[src/rtl/display_scan_if.sv]
// rtl/display_scan_if.sv - load/clear request and scan output bundle for the display scan controller
interface display_scan_if #(
  parameter int NUM_DIGITS = 4
);
  logic                      load;
  logic [4*NUM_DIGITS-1:0]   value;
  logic                      clear;
  logic [3:0]                digit_code;
  logic [NUM_DIGITS-1:0]     digit_en;
  logic                      ack;

  modport master (
    output load, value, clear,
    input  digit_code, digit_en, ack
  );

  modport slave (
    input  load, value, clear,
    output digit_code, digit_en, ack
  );
endinterface

[src/rtl/display_scan_controller.sv]
// rtl/display_scan_controller.sv - multiplexed hex display scanner with dead-time,
// leading-zero blanking and tear-free frame-boundary updates
module display_scan_controller #(
  parameter int NUM_DIGITS    = 4,
  parameter int REFRESH_DIV   = 50000,
  parameter int GUARD_CYCLES  = 2,
  parameter int BLANK_LEADING = 1
) (
  input  logic            clk,
  input  logic            rst,
  display_scan_if.slave   bus
);
  localparam int MAXC = (REFRESH_DIV > GUARD_CYCLES) ? REFRESH_DIV : GUARD_CYCLES;
  localparam int CW   = (MAXC > 1) ? $clog2(MAXC) : 1;
  localparam int IW   = (NUM_DIGITS > 1) ? $clog2(NUM_DIGITS) : 1;
  localparam int DW   = 4 * NUM_DIGITS;
  localparam logic [CW-1:0] R_LAST = CW'(REFRESH_DIV - 1);
  localparam logic [CW-1:0] G_LAST = CW'(GUARD_CYCLES - 1);
  localparam logic [IW-1:0] I_LAST = IW'(NUM_DIGITS - 1);

  typedef enum logic [1:0] {S_OFF, S_GUARD, S_ON} state_t;

  state_t                state_q, state_d;
  logic [DW-1:0]         display_q, display_d;
  logic [DW-1:0]         shadow_q, shadow_d;
  logic                  pending_q, pending_d;
  logic [CW-1:0]         cnt_q, cnt_d;
  logic [IW-1:0]         idx_q, idx_d;
  logic [3:0]            code_q, code_d;
  logic [NUM_DIGITS-1:0] en_q, en_d;
  logic                  ack_q, ack_d;

  logic [3:0]            nib [NUM_DIGITS];
  logic [NUM_DIGITS-1:0] blank;
  logic                  zero_run;

  for (genvar g = 0; g < NUM_DIGITS; g++) begin : g_nib
    assign nib[g] = display_q[4*g +: 4];
  end

  // A digit is blank when it and every more significant digit are zero.
  always_comb begin
    blank    = '0;
    zero_run = 1'b1;
    for (int i = NUM_DIGITS - 1; i >= 1; i--) begin
      zero_run = zero_run & (nib[i] == 4'h0);
      blank[i] = (BLANK_LEADING != 0) && zero_run;
    end
  end

  always_comb begin
    state_d   = state_q;
    display_d = display_q;
    shadow_d  = shadow_q;
    pending_d = pending_q;
    cnt_d     = cnt_q;
    idx_d     = idx_q;
    code_d    = code_q;
    en_d      = en_q;
    ack_d     = 1'b0;

    case (state_q)
      S_OFF: begin
        en_d = '1;
        if (bus.load) begin
          display_d = bus.value;
          idx_d     = '0;
          cnt_d     = '0;
          code_d    = bus.value[3:0];
          ack_d     = 1'b1;
          state_d   = S_GUARD;
        end
      end

      S_GUARD: begin
        if (bus.load) begin
          shadow_d  = bus.value;
          pending_d = 1'b1;
        end
        if (cnt_q == G_LAST) begin
          state_d = S_ON;
          cnt_d   = '0;
          en_d    = '1;
          if (!blank[idx_q]) en_d[idx_q] = 1'b0;
        end else begin
          cnt_d = cnt_q + CW'(1);
        end
      end

      S_ON: begin
        if (cnt_q == R_LAST) begin
          state_d = S_GUARD;
          cnt_d   = '0;
          en_d    = '1;
          if (idx_q == I_LAST) begin
            // Frame boundary: a same-cycle load beats the older shadowed value.
            idx_d = '0;
            if (bus.load)      display_d = bus.value;
            else if (pending_q) display_d = shadow_q;
            ack_d     = bus.load | pending_q;
            pending_d = 1'b0;
            code_d    = display_d[3:0];
          end else begin
            idx_d  = idx_q + IW'(1);
            code_d = nib[idx_d];
            if (bus.load) begin
              shadow_d  = bus.value;
              pending_d = 1'b1;
            end
          end
        end else begin
          cnt_d = cnt_q + CW'(1);
          if (bus.load) begin
            shadow_d  = bus.value;
            pending_d = 1'b1;
          end
        end
      end

      default: state_d = S_OFF;
    endcase

    if (bus.clear) begin
      state_d   = S_OFF;
      display_d = '0;
      pending_d = 1'b0;
      cnt_d     = '0;
      idx_d     = '0;
      code_d    = 4'h0;
      en_d      = '1;
      ack_d     = 1'b0;
    end
  end

  always_ff @(posedge clk or posedge rst) begin
    if (rst) begin
      state_q   <= S_OFF;
      display_q <= '0;
      shadow_q  <= '0;
      pending_q <= 1'b0;
      cnt_q     <= '0;
      idx_q     <= '0;
      code_q    <= 4'h0;
      en_q      <= '1;
      ack_q     <= 1'b0;
    end else begin
      state_q   <= state_d;
      display_q <= display_d;
      shadow_q  <= shadow_d;
      pending_q <= pending_d;
      cnt_q     <= cnt_d;
      idx_q     <= idx_d;
      code_q    <= code_d;
      en_q      <= en_d;
      ack_q     <= ack_d;
    end
  end

  assign bus.digit_code = code_q;
  assign bus.digit_en   = en_q;
  assign bus.ack        = ack_q;
endmodule

[src/flat_wrapper.sv]
// flat-port wrapper written by rule: the top's interface ports become plain ports
module display_scan_controller_flat 
#(
  parameter int NUM_DIGITS    = 4,
  parameter int REFRESH_DIV   = 50000,
  parameter int GUARD_CYCLES  = 2,
  parameter int BLANK_LEADING = 1
)
  (clk, rst, bus_load, bus_value, bus_clear, bus_digit_code, bus_digit_en, bus_ack);
  display_scan_if #(.NUM_DIGITS(NUM_DIGITS)) bus_i ();
  input  logic clk;
  input  logic rst;
  input wire logic [$bits(bus_i.load)-1:0] bus_load;
  input wire logic [$bits(bus_i.value)-1:0] bus_value;
  input wire logic [$bits(bus_i.clear)-1:0] bus_clear;
  output wire logic [$bits(bus_i.digit_code)-1:0] bus_digit_code;
  output wire logic [$bits(bus_i.digit_en)-1:0] bus_digit_en;
  output wire logic [$bits(bus_i.ack)-1:0] bus_ack;
  assign bus_i.load = bus_load;
  assign bus_i.value = bus_value;
  assign bus_i.clear = bus_clear;
  assign bus_digit_code = bus_i.digit_code;
  assign bus_digit_en = bus_i.digit_en;
  assign bus_ack = bus_i.ack;
  display_scan_controller #(.NUM_DIGITS(NUM_DIGITS), .REFRESH_DIV(REFRESH_DIV), .GUARD_CYCLES(GUARD_CYCLES), .BLANK_LEADING(BLANK_LEADING)) u_core (.clk(clk), .rst(rst), .bus(bus_i));
endmodule
[config.mk]
export PLATFORM = sky130hd
export DESIGN_NAME = display_scan_controller_flat
export DESIGN_NICKNAME = d
export VERILOG_FILES = /design/src/rtl/display_scan_if.sv /design/src/rtl/display_scan_controller.sv /design/src/flat_wrapper.sv
export SDC_FILE = /design/constraint.sdc
export NUM_CORES = 1
export LEC_CHECK = 0
export ABC_AREA = 1
export BUFFER_PORTS_ARGS = -buffer_cell sky130_fd_sc_hd__buf_2
export CORE_MARGIN = 5
export CORE_UTILIZATION = 50
export CTS_CLUSTER_DIAMETER = 100
export DETAILED_ROUTE_END_ITERATION = 7
export PLACE_DENSITY = 0.71
export SYNTH_ARGS = -nofsm -noshare
export SYNTH_HDL_FRONTEND = slang
export SYNTH_SLANG_ARGS = --single-unit
[constraint.sdc]
create_clock -name clk -period 2 [get_ports clk]
set_input_delay 0.3 -clock clk [delete_from_list [all_inputs] [get_ports clk]]
set_output_delay 0.3 -clock clk [all_outputs]
set_load 0.005 [all_outputs]
==> flow_metrics.env <==
export IMPL_slew_viol_final=0
export IMPL_end_kind="register"
export IMPL_synth_top_flop_cell="dfrtp_1"
export IMPL_final_setup_tns_ps=0
export IMPL_fin_cells=668
export IMPL_required_ps=2240
export IMPL_netlist_area_um2=3810
export IMPL_dp_cells=648
export IMPL_worst_ep_arrival_time_ps=2080
export IMPL_synth_area_leaders="dfrtp_1, nand2_1, nor2_1"
export IMPL_synth_top_family_by_area="simple AND/OR/NAND/NOR gates"
export IMPL_synth_top_area_share_pct=38.1
export IMPL_area_delta_synth_final_pct=14.1
export IMPL_synth_compound_area_share_pct=13.2
export IMPL_irDropWorstVdd_mv=0.661
export IMPL_core_um2=7330
export IMPL_grt_pass1_wl_um=16100
export IMPL_wl_per_cell_um=14.1
export IMPL_antenna_cells=0
export IMPL_hold_violations=0
export IMPL_clockBufferDepth=2
export IMPL_routed_via_count=3560
export IMPL_max_slew_margin_rel_pct=66.9
export IMPL_start_util_pct=51.9
export IMPL_fmax_mhz=542
export IMPL_hp_class="input pin to register"
export IMPL_timing_worst_setup_path_type="register to register"
export IMPL_cp_max_fo=10
export IMPL_synth_seq_cells=62
export IMPL_path_clk_slew_ps=80
export IMPL_die_area_um2=9460
export IMPL_postSynthAreaPerCell_um2=7.28
export IMPL_synthXorXnorAreaFrac_pct=1.38
export IMPL_htreeDepth=3
export IMPL_cts_buffers=9
export IMPL_async_flop_share_pct=100
export IMPL_skew_ps=12.2
export IMPL_synthAdderAreaFrac_pct=3.29
export IMPL_grt_util_met3_pct=5.38
export IMPL_yosys_area_top_type="dfrtp_1"
export IMPL_globalplace_congestion=0.946
export IMPL_tightest_slew_ps=496
export IMPL_drv_cap=0
export IMPL_rsz0062_at_grt="no"
export IMPL_ys_seq_area_share_pct=40.9
export IMPL_status="finished clean"
export IMPL_drtIter0Drc=270
export IMPL_synthSimpleGateAreaFrac_pct=33.5
export IMPL_synth_warnings=0
export IMPL_drtAntennaViolNets=0
export IMPL_cts_tree="yes"
export IMPL_layout_drive_gt1_share_pct=17.4
export IMPL_clk_latency_ps=350
export IMPL_antenna_found_initial=0
export IMPL_cellPowerDensity_nw_per_um2=1250
export IMPL_use_met2_pct=34.0
export IMPL_setup_viol=0
export IMPL_nNetsFinal=594
export IMPL_die_w_um=97.3
export IMPL_synth_edf_count=0
export IMPL_busiest_layer="met2"
export IMPL_synth_cell_types=38
export IMPL_grt_usage_pct=20.6
export IMPL_grt_pass1_vias=3475
export IMPL_synthTopCellsByCount="nand2_1, nor2_1, dfrtp_1"
export IMPL_leakagePower_nw=2.04
export IMPL_synthMuxAreaShare_pct=0
export IMPL_syn_nets=553
export IMPL_syn_inst=523
export IMPL_overflow=0
export IMPL_finalCritPeriodShare_pct=92.3
export IMPL_fin_crit_ps=1850
export IMPL_portBuffers=28
export IMPL_cts_sinks=62
export IMPL_firstDrtPassIters=5
export IMPL_synthMostInstantiatedCell="nand2_1"
export IMPL_worst_setup_path_start_kind="register"
export IMPL_routed_wl_um=9410
export IMPL_hpwl_um=6840
export IMPL_remaining_drc_errors=0
export IMPL_grt_max_degree=38
export IMPL_dieHeight_um=97.3
export IMPL_ioPinCount=29
export IMPL_root_buffer="clkbuf_8"
export IMPL_std_cell_rows=31
export IMPL_viasPerCell=5.33
export IMPL_grtUsageMet1_pct=26.4
[power breakdown]
| group | switching (mW) | internal [mW] | total, mW |
|---|---|---|---|
| combinational | 1.44 | 0.771 | 2.22 |
| sequential | 0.279 | 1.70 | 1.98 |
| clock | 0.547 | 0.705 | 1.25 |
| total | 2.27 | 3.18 | 5.45 |
[worst paths after layout]
| check | cells after the start | to | startpoint | slack, ps |
|---|---|---|---|---|
| worst min-delay path | 3 | u_core.shadow_q[4] | bus_value[4] | 200 |
| worst max register to register | 9 | u_core.cnt_q[8] | u_core.state_q[0] | 150 |
| worst max-delay path | 9 | u_core.cnt_q[8] | u_core.state_q[0] | 150 |
| worst min register to register | 2 | u_core.bus.digit_en[0] | u_core.bus.digit_en[0] | 460 |
| min in group asynchronous | 4 | u_core.shadow_q[10] | rst | 550 |
| max in group asynchronous | 4 | u_core.bus.digit_en[1] | rst | 1010 |
[per-stage QoR]
step                      total power [mW]  utilization [%]  cell area [µm²]  worst slack, ps  hold slack (ps)
after floorplan                       3.61                -             3810              165              441
after detailed placement              4.13             55.5             4070              111              383
final                                 5.45             59.3             4350              154              196
after global placement                4.07             55.5             4070              245              377
after global routing                  5.92             59.3             4350             3.83              200
after CTS                             5.41             58.7             4300              129              177
[area by class of cell]
| cell class | count | area, µm² |
|---|---|---|
| clock buffer | 9 | 124 |
| clock inverter | 7 | 97.6 |
| fill | 667 | 2990 |
| inverter | 53 | 203 |
| multi-input combinational | 395 | 1990 |
| sequential | 62 | 1560 |
| tap | 99 | 124 |
| timing repair buffer | 43 | 255 |
[routing by layer]
metal | vias up | wire length (µm)
met2 | 129 | 4390
met3 | 14 | 618
li1 | 1770 | -
met5 | - | 0
met4 | 0 | 178
met1 | 1647 | 4220
[cells by family (layout without fill, tap and decap cells)]
family,count (synthesis),count (layout)
xor+xnor,6,6
buf+inv,67,112
simple gates,291,292
fa+ha+maj,10,10
compound gates,87,87
flops,62,62
[worst max-delay path, stage by stage (launching register included)]
cell      delay (ps)
dfrtp_1          420
inv_1            110
ha_2             290
inv_1            120
nand3_4          120
nand2_4          160
clkinv_2         170
nand4_1          130
xor2_1           150
nor2_1            60
[flip-flops by register name, summed over array words and instances (netlist names)]
register and flops:
u_core.cnt_q 16, u_core.idx_q 2, u_core.bus.ack 1, u_core.shadow_q 16, u_core.state_q 2, u_core.bus.digit_code 4, u_core.bus.digit_en 4, u_core.pending_q 1
u_core.display_q 16
[cells in the final DEF (no fill, tap or decap), types with 2 or more instances in the layout]
cell        netlist  layout
a21oi_1          17      17
dfrtp_1          58      58
ha_2              0       2
o21ai_1           4       4
clkbuf_8          0       9
nand2_4           3       5
o21ai_0          45      45
nand2_1         159     159
inv_1            48      46
o21ai_2           6       6
nor2_2            3       3
o211ai_1          7       7
nand3_1          44      44
buf_2             3      28
nor2_4            2       2
nand4_1          10      10
clkinvlp_4        0       2
nor2_1           60      60
bufinv_16         0       2
nand3_4           2       2
inv_2             2       4
xor2_1            6       6
clkinv_2          1       2
buf_4             1      14
a21oi_2           6       5
dfstp_2           4       4
ha_1             10       8
[timing repair]
action | CTS | global route
buffers inserted | 0 | 2
endpoints found under the setup margin | 0 | 14
gates resized for setup | 0 | 6
hold endpoints to repair | 15 | 0
hold buffers | 1 | 0
No activity file was read; power rests on OpenSTA's default activity.
